$ cat src/rtl/crypto_job_sched.sv
// Crypto job sequencer: splits a CSR job into 4KB-safe read-then-write DMA bursts around a key load.
// Optional watchdog on the wait states is compiled in with SCHED_TIMEOUT_EN.
module crypto_job_sched #(
  parameter int unsigned MAX_BURST_BYTES = 256,
  parameter int unsigned TIMEOUT_CYCLES  = 65535
) (
  input  logic         clk,
  input  logic         rst_n,
  input  logic         i_start,
  input  logic [31:0]  i_base_addr,
  input  logic [31:0]  i_len,
  input  logic         i_algo_sel,
  input  logic         i_enc_dec,
  input  logic [127:0] i_key,
  output logic         o_key_load,
  output logic         o_algo_sel,
  output logic         o_enc_dec,
  output logic [127:0] o_key,
  input  logic         i_key_ready,
  output logic         o_rd_cmd_valid,
  input  logic         i_rd_cmd_ready,
  output logic [31:0]  o_rd_cmd_addr,
  output logic [12:0]  o_rd_cmd_len,
  input  logic         i_rd_done,
  input  logic         i_rd_err,
  output logic         o_wr_cmd_valid,
  input  logic         i_wr_cmd_ready,
  output logic [31:0]  o_wr_cmd_addr,
  output logic [12:0]  o_wr_cmd_len,
  input  logic         i_wr_done,
  input  logic         i_wr_err,
  output logic         o_busy,
  output logic         o_done,
  output logic         o_error
);

  localparam logic [3:0] IDLE     = 4'd0;
  localparam logic [3:0] CHECK    = 4'd1;
  localparam logic [3:0] KEY_LOAD = 4'd2;
  localparam logic [3:0] KEY_WAIT = 4'd3;
  localparam logic [3:0] RD_CMD   = 4'd4;
  localparam logic [3:0] RD_WAIT  = 4'd5;
  localparam logic [3:0] WR_CMD   = 4'd6;
  localparam logic [3:0] WR_WAIT  = 4'd7;
  localparam logic [3:0] DONE     = 4'd8;
  localparam logic [3:0] ERR      = 4'd9;

  logic [3:0]  state, nxt;
  logic [31:0] cur_addr, remaining, addr_after, rem_after;
  logic [12:0] burst;
  logic        in_wait, active, wdog_hit;

  // Largest burst that fits the job remainder and stops at the next 4KB line.
  function automatic logic [12:0] calc_burst(input logic [31:0] a, input logic [31:0] r);
    logic [32:0] b;
    logic [32:0] room;
    b = 33'(MAX_BURST_BYTES);
    if ({1'b0, r} < b) b = {1'b0, r};
    room = 33'd4096 - {21'd0, a[11:0]};
    if (room < b) b = room;
    return b[12:0];
  endfunction

  assign addr_after = cur_addr + {19'd0, burst};
  assign rem_after  = remaining - {19'd0, burst};
  assign in_wait    = (state == KEY_WAIT) || (state == RD_WAIT) || (state == WR_WAIT);
  assign active     = (state != IDLE) && (state != DONE) && (state != ERR);

  assign o_busy         = active;
  assign o_key_load     = (state == KEY_LOAD);
  assign o_rd_cmd_valid = (state == RD_CMD);
  assign o_wr_cmd_valid = (state == WR_CMD);
  assign o_rd_cmd_addr  = cur_addr;
  assign o_rd_cmd_len   = burst;
  assign o_wr_cmd_addr  = cur_addr;
  assign o_wr_cmd_len   = burst;

`ifdef SCHED_TIMEOUT_EN
  logic [31:0] wdog;
  assign wdog_hit = in_wait && (wdog == 32'(TIMEOUT_CYCLES));
  always_ff @(posedge clk or negedge rst_n) begin
    if (!rst_n)             wdog <= '0;
    else if (nxt != state)  wdog <= '0;
    else if (in_wait)       wdog <= wdog + 32'd1;
  end
`else
  logic unused_timeout;
  assign wdog_hit       = 1'b0;
  assign unused_timeout = ^TIMEOUT_CYCLES ^ in_wait;
`endif

  always_comb begin
    nxt = state;
    case (state)
      IDLE:     if (i_start) nxt = CHECK;
      CHECK:    nxt = (remaining == 32'd0 || remaining[3:0] != 4'd0 || cur_addr[3:0] != 4'd0)
                      ? ERR : KEY_LOAD;
      KEY_LOAD: nxt = KEY_WAIT;
      KEY_WAIT: if (i_key_ready) nxt = RD_CMD;
      RD_CMD:   if (i_rd_cmd_ready) nxt = RD_WAIT;
      RD_WAIT:  if (i_rd_done) nxt = WR_CMD;
      WR_CMD:   if (i_wr_cmd_ready) nxt = WR_WAIT;
      WR_WAIT:  if (i_wr_done) nxt = (rem_after == 32'd0) ? DONE : RD_CMD;
      DONE:     nxt = IDLE;
      ERR:      nxt = IDLE;
      default:  nxt = IDLE;
    endcase
    // Error pulses override any done pulse seen on the same cycle.
    if (active && (i_rd_err || i_wr_err || wdog_hit)) nxt = ERR;
  end

  always_ff @(posedge clk or negedge rst_n) begin
    if (!rst_n) begin
      state      <= IDLE;
      cur_addr   <= '0;
      remaining  <= '0;
      burst      <= '0;
      o_algo_sel <= 1'b0;
      o_enc_dec  <= 1'b0;
      o_key      <= '0;
      o_done     <= 1'b0;
      o_error    <= 1'b0;
    end else begin
      state <= nxt;
      if (state == IDLE && i_start) begin
        cur_addr   <= i_base_addr;
        remaining  <= i_len;
        o_algo_sel <= i_algo_sel;
        o_enc_dec  <= i_enc_dec;
        o_key      <= i_key;
        o_done     <= 1'b0;
        o_error    <= 1'b0;
      end
      if (nxt == DONE) o_done  <= 1'b1;
      if (nxt == ERR)  o_error <= 1'b1;
      if (state == KEY_WAIT && nxt == RD_CMD) burst <= calc_burst(cur_addr, remaining);
      if (state == WR_WAIT && (nxt == RD_CMD || nxt == DONE)) begin
        cur_addr  <= addr_after;
        remaining <= rem_after;
        if (nxt == RD_CMD) burst <= calc_burst(addr_after, rem_after);
      end
    end
  end

endmodule

$ cat config.mk
export PLATFORM = sky130hd
export DESIGN_NAME = crypto_job_sched
export DESIGN_NICKNAME = d
export VERILOG_FILES = /design/src/rtl/crypto_job_sched.sv
export SDC_FILE = /design/constraint.sdc
export NUM_CORES = 1
export LEC_CHECK = 0
export ABC_AREA = 1
export BUFFER_PORTS_ARGS = -buffer_cell sky130_fd_sc_hd__buf_2
export CORE_ASPECT_RATIO = 1.1
export CORE_MARGIN = 5
export CORE_UTILIZATION = 52
export CTS_CLUSTER_DIAMETER = 60
export DETAILED_ROUTE_END_ITERATION = 10
export PLACE_DENSITY = 0.81
export REMOVE_ABC_BUFFERS = 1
export SLEW_MARGIN = 40
export SYNTH_ARGS = -nofsm -noshare
export SYNTH_HDL_FRONTEND = slang
export SYNTH_SLANG_ARGS = --single-unit
$ cat constraint.sdc
create_clock -name clk -period 4.35 [get_ports clk]
set_clock_uncertainty 0.15 [all_clocks]
set_input_delay 0.435 -clock clk [delete_from_list [all_inputs] [get_ports clk]]
set_output_delay 0.435 -clock clk [all_outputs]
set_load 0.02 [all_outputs]
==> run metrics <==
Final Cycle Share 96.6%; Layout Nets 2808; Port Buffer Count 429; Die Y-Extent 179 um; ANT nets after route 0; power density over the cells 738 mW/mm2; Root Driver clkbuf_16; Initial Util 52.3%; drt total wl 55600 um; count of final hold-check violations 0; via-per-instance ratio 5.46; top post-synthesis cells by area dfrtp_1, nand2_1, nand3_1, ha_1, inv_1; Crit Path Category reg2reg; placer congestion estimate 1.01; drt first-iter violations 1339; Pleak 0.0106 uW; Sequential Area 0.00533 mm2; CP max stage cell fa_1; Die Wd 164 um; Synth Flop Type dfrtp_1; final max-slew violation count 0; Worst EP required 4.60 ns; Max Clock Freq 238 MHz; DP HPWL 35600 um; Tightest Pin Transition 0.852 ns; vias in the first global route 15.8k; global-route wire length before repair 83900 um; area of the multi-input gates 0.00728 mm2; non-filler cells, final 2924; reg-to-reg slack, setup 0.15 ns; CP startpoint kind register; die area 0.0294 mm2; initial antenna violation count 4; peak supply drop 0.445 mV; GR Overflow Total 0; slowest stage delay, CP 0.43 ns; Layout area overhead 41.7%; CTS Buf Count 24; post-placement cell count 2702; Netlist Area Pre-Place 0.0135 mm2; Post-synth ARST share 100%; CTS Buffer Depth 3; #FFs+latches synth 213; cell mode on critical path nand3_1; number of synthesized flops with an enable pin 0; Synth area leader dfrtp_1; CP arrival 4.45 ns; status complete, no violations; Ports 430; Clk Latency, worst-skew pair 0.52 ns; largest fanout on the critical path 7; Mapped Cells 1944; Via Count 16.0k; core area 0.0259 mm2; DR pass1 iterations 6; Final setup viols 0; wire per inst 19.0 um; FILL cells 1938; clk sinks 213; layout cells sized above 1 26.1%; number of synthesis warnings 0; DR DRC count 0; CTS tree done; commonest non-fill, non-tap cell in the layout nand2_1; max-cap violation count 0; average size of a mapped cell 6.97 um2; # rows 62; H-tree levels 1; worst hold path class in2reg; clock period minus worst slack 4.20 ns; Synth cell types 44; GR Util All Layers 36.0%; sequential share of the synthesized area 39.4%; largest net degree at the start of global routing 101; commonest cells after routing, fill and taps aside nand2_1, buf_2, nand3_1, dfrtp_1, dlygate4sd3_1; post-layout util 74.1%; Clk pin slew, worst setup/hold paths 0.06 ns; Max-Slew Margin vs Limit 43.2%; Crit. End Element register; CP Cell Sequence buf_4, ha_1, fa_1, nand3_1, nand3_1, a31oi_4, o21ai_1, xnor2_1, nand2_1, nor2_2, nand3_1, xnor2_1, inv_1, ha_1, nand2_1, nor2_1, nand4_1, nand2_2, inv_4, buf_4, nand3_1, o21ai_0; Synth top area share 39.4%
[sequential cells by signal, indices dropped and copies added (netlist names)]
| register | cells |
|---|---|
| o_algo_sel | 1 |
| o_done | 1 |
| o_enc_dec | 1 |
| o_error | 1 |
| remaining | 32 |
| o_key | 128 |
| state | 4 |
| o_rd_cmd_len | 13 |
| o_rd_cmd_addr | 32 |
[critical path: cells and delay by family (launching register included)]
family / cells / cell delay (ns)
and+or+nand+nor: 10 / 1.23
adders and majority gates: 3 / 0.92
buffers and inverters: 4 / 0.48
AOI/OAI and AO/OA: 3 / 0.47
xor gates and xnor gates: 2 / 0.42
DFF: 1 / 0.41
[worst paths after layout]
| kind | from | to | depth (start not counted) |
|---|---|---|---|
| hold / removal | i_len[25] | remaining[25]$_DFFE_PN0P_ | 3 |
| max in group asynchronous | rst_n | o_key[108]$_DFFE_PN0P_ | 3 |
| setup / recovery | o_rd_cmd_len[0]$_DFF_PN0_ | o_rd_cmd_len[12]$_DFF_PN0_ | 22 |
| setup reg to reg | o_rd_cmd_len[0]$_DFF_PN0_ | o_rd_cmd_len[12]$_DFF_PN0_ | 22 |
| min in group asynchronous | rst_n | o_rd_cmd_addr[0]$_DFFE_PN0P_ | 2 |
| hold reg to reg | o_key[87]$_DFFE_PN0P_ | o_key[87]$_DFFE_PN0P_ | 2 |
[logic make-up (layout without fill, tap and decap cells)]
family / Yosys count / after routing / synth area share, %
simple gates: 1258 / 1258 / 39.0
buf+inv: 291 / 908 / 9.89
flops: 213 / 213 / 39.4
compound gates: 74 / 74 / 3.17
fa+ha+maj: 54 / 54 / 5.10
xor+xnor: 53 / 53 / 3.43
other cells: 1 / 12 / 0.0277
[synthesized netlist by cell type (5+ instances only)]
library cell    n
inv_2           7
dfrtp_1       213
nand3_2        12
nand4_1        32
nor2_2          6
xnor2_1        25
nand2_2         6
buf_2          15
o21ai_0        25
buf_6           6
nor4_1          7
ha_1           52
buf_4          46
inv_1         163
xor2_1         28
or2_2           5
nor2_1         84
nand2_1       846
clkbuf_1       48
nand3_1       225
a21oi_1        30
nor3_1         25
[routing by layer]
layer / up-vias / track usage, % / share of wire, %
met5: - / 0 / 0
met4: 0 / 20.2 / 7.2
met3: 233 / 7.84 / 9.5
met2: 991 / 60.7 / 47
met1: 7436 / 42.8 / 37
li1: 7312 / - / -
[per-stage QoR]
step	area (um2)	worst slack [ns]	hold WS (ns)	power [uW]	TNS (ns)
6_report	19200	0.150	0.00887	14200	0
2_1_floorplan	12900	-7.33	-0.0106	8210	-1186.35
3_3_place_gp	16200	0.0446	0.306	10900	0
5_1_grt	19200	-0.0961	0.00920	15000	-0.365
4_1_cts	18700	0.00992	0.00224	13400	0
3_5_place_dp	16200	-0.0612	0.309	11000	-0.0734
[repair_timing]
action / CTS / global route
hold buffers: 163 / 0
endpoints found under the setup margin: 4 / 13
cloned: 0 / 1
pin swaps: 0 / 23
resized for setup: 1 / 78
buffers inserted: 0 / 9
hold endpoints to repair: 244 / 0
[power by group]
| group | internal, uW | switching (uW) |
|---|---|---|
| sequential | 2840 | 912 |
| combinational | 2830 | 5340 |
| clock | 1350 | 876 |
[cell type report]
cell class | instances | share of cell area [%]
multi-input cells | 1447 | 37.9
flip-flops and latches | 213 | 27.8
clock buffers | 35 | 3.82
well taps | 352 | 2.29
inverters | 172 | 3.40
clock inverters | 9 | 0.704
repair buffers | 692 | 24.0
diodes | 4 | 0.0522
Power figures use the tool's default switching activity.
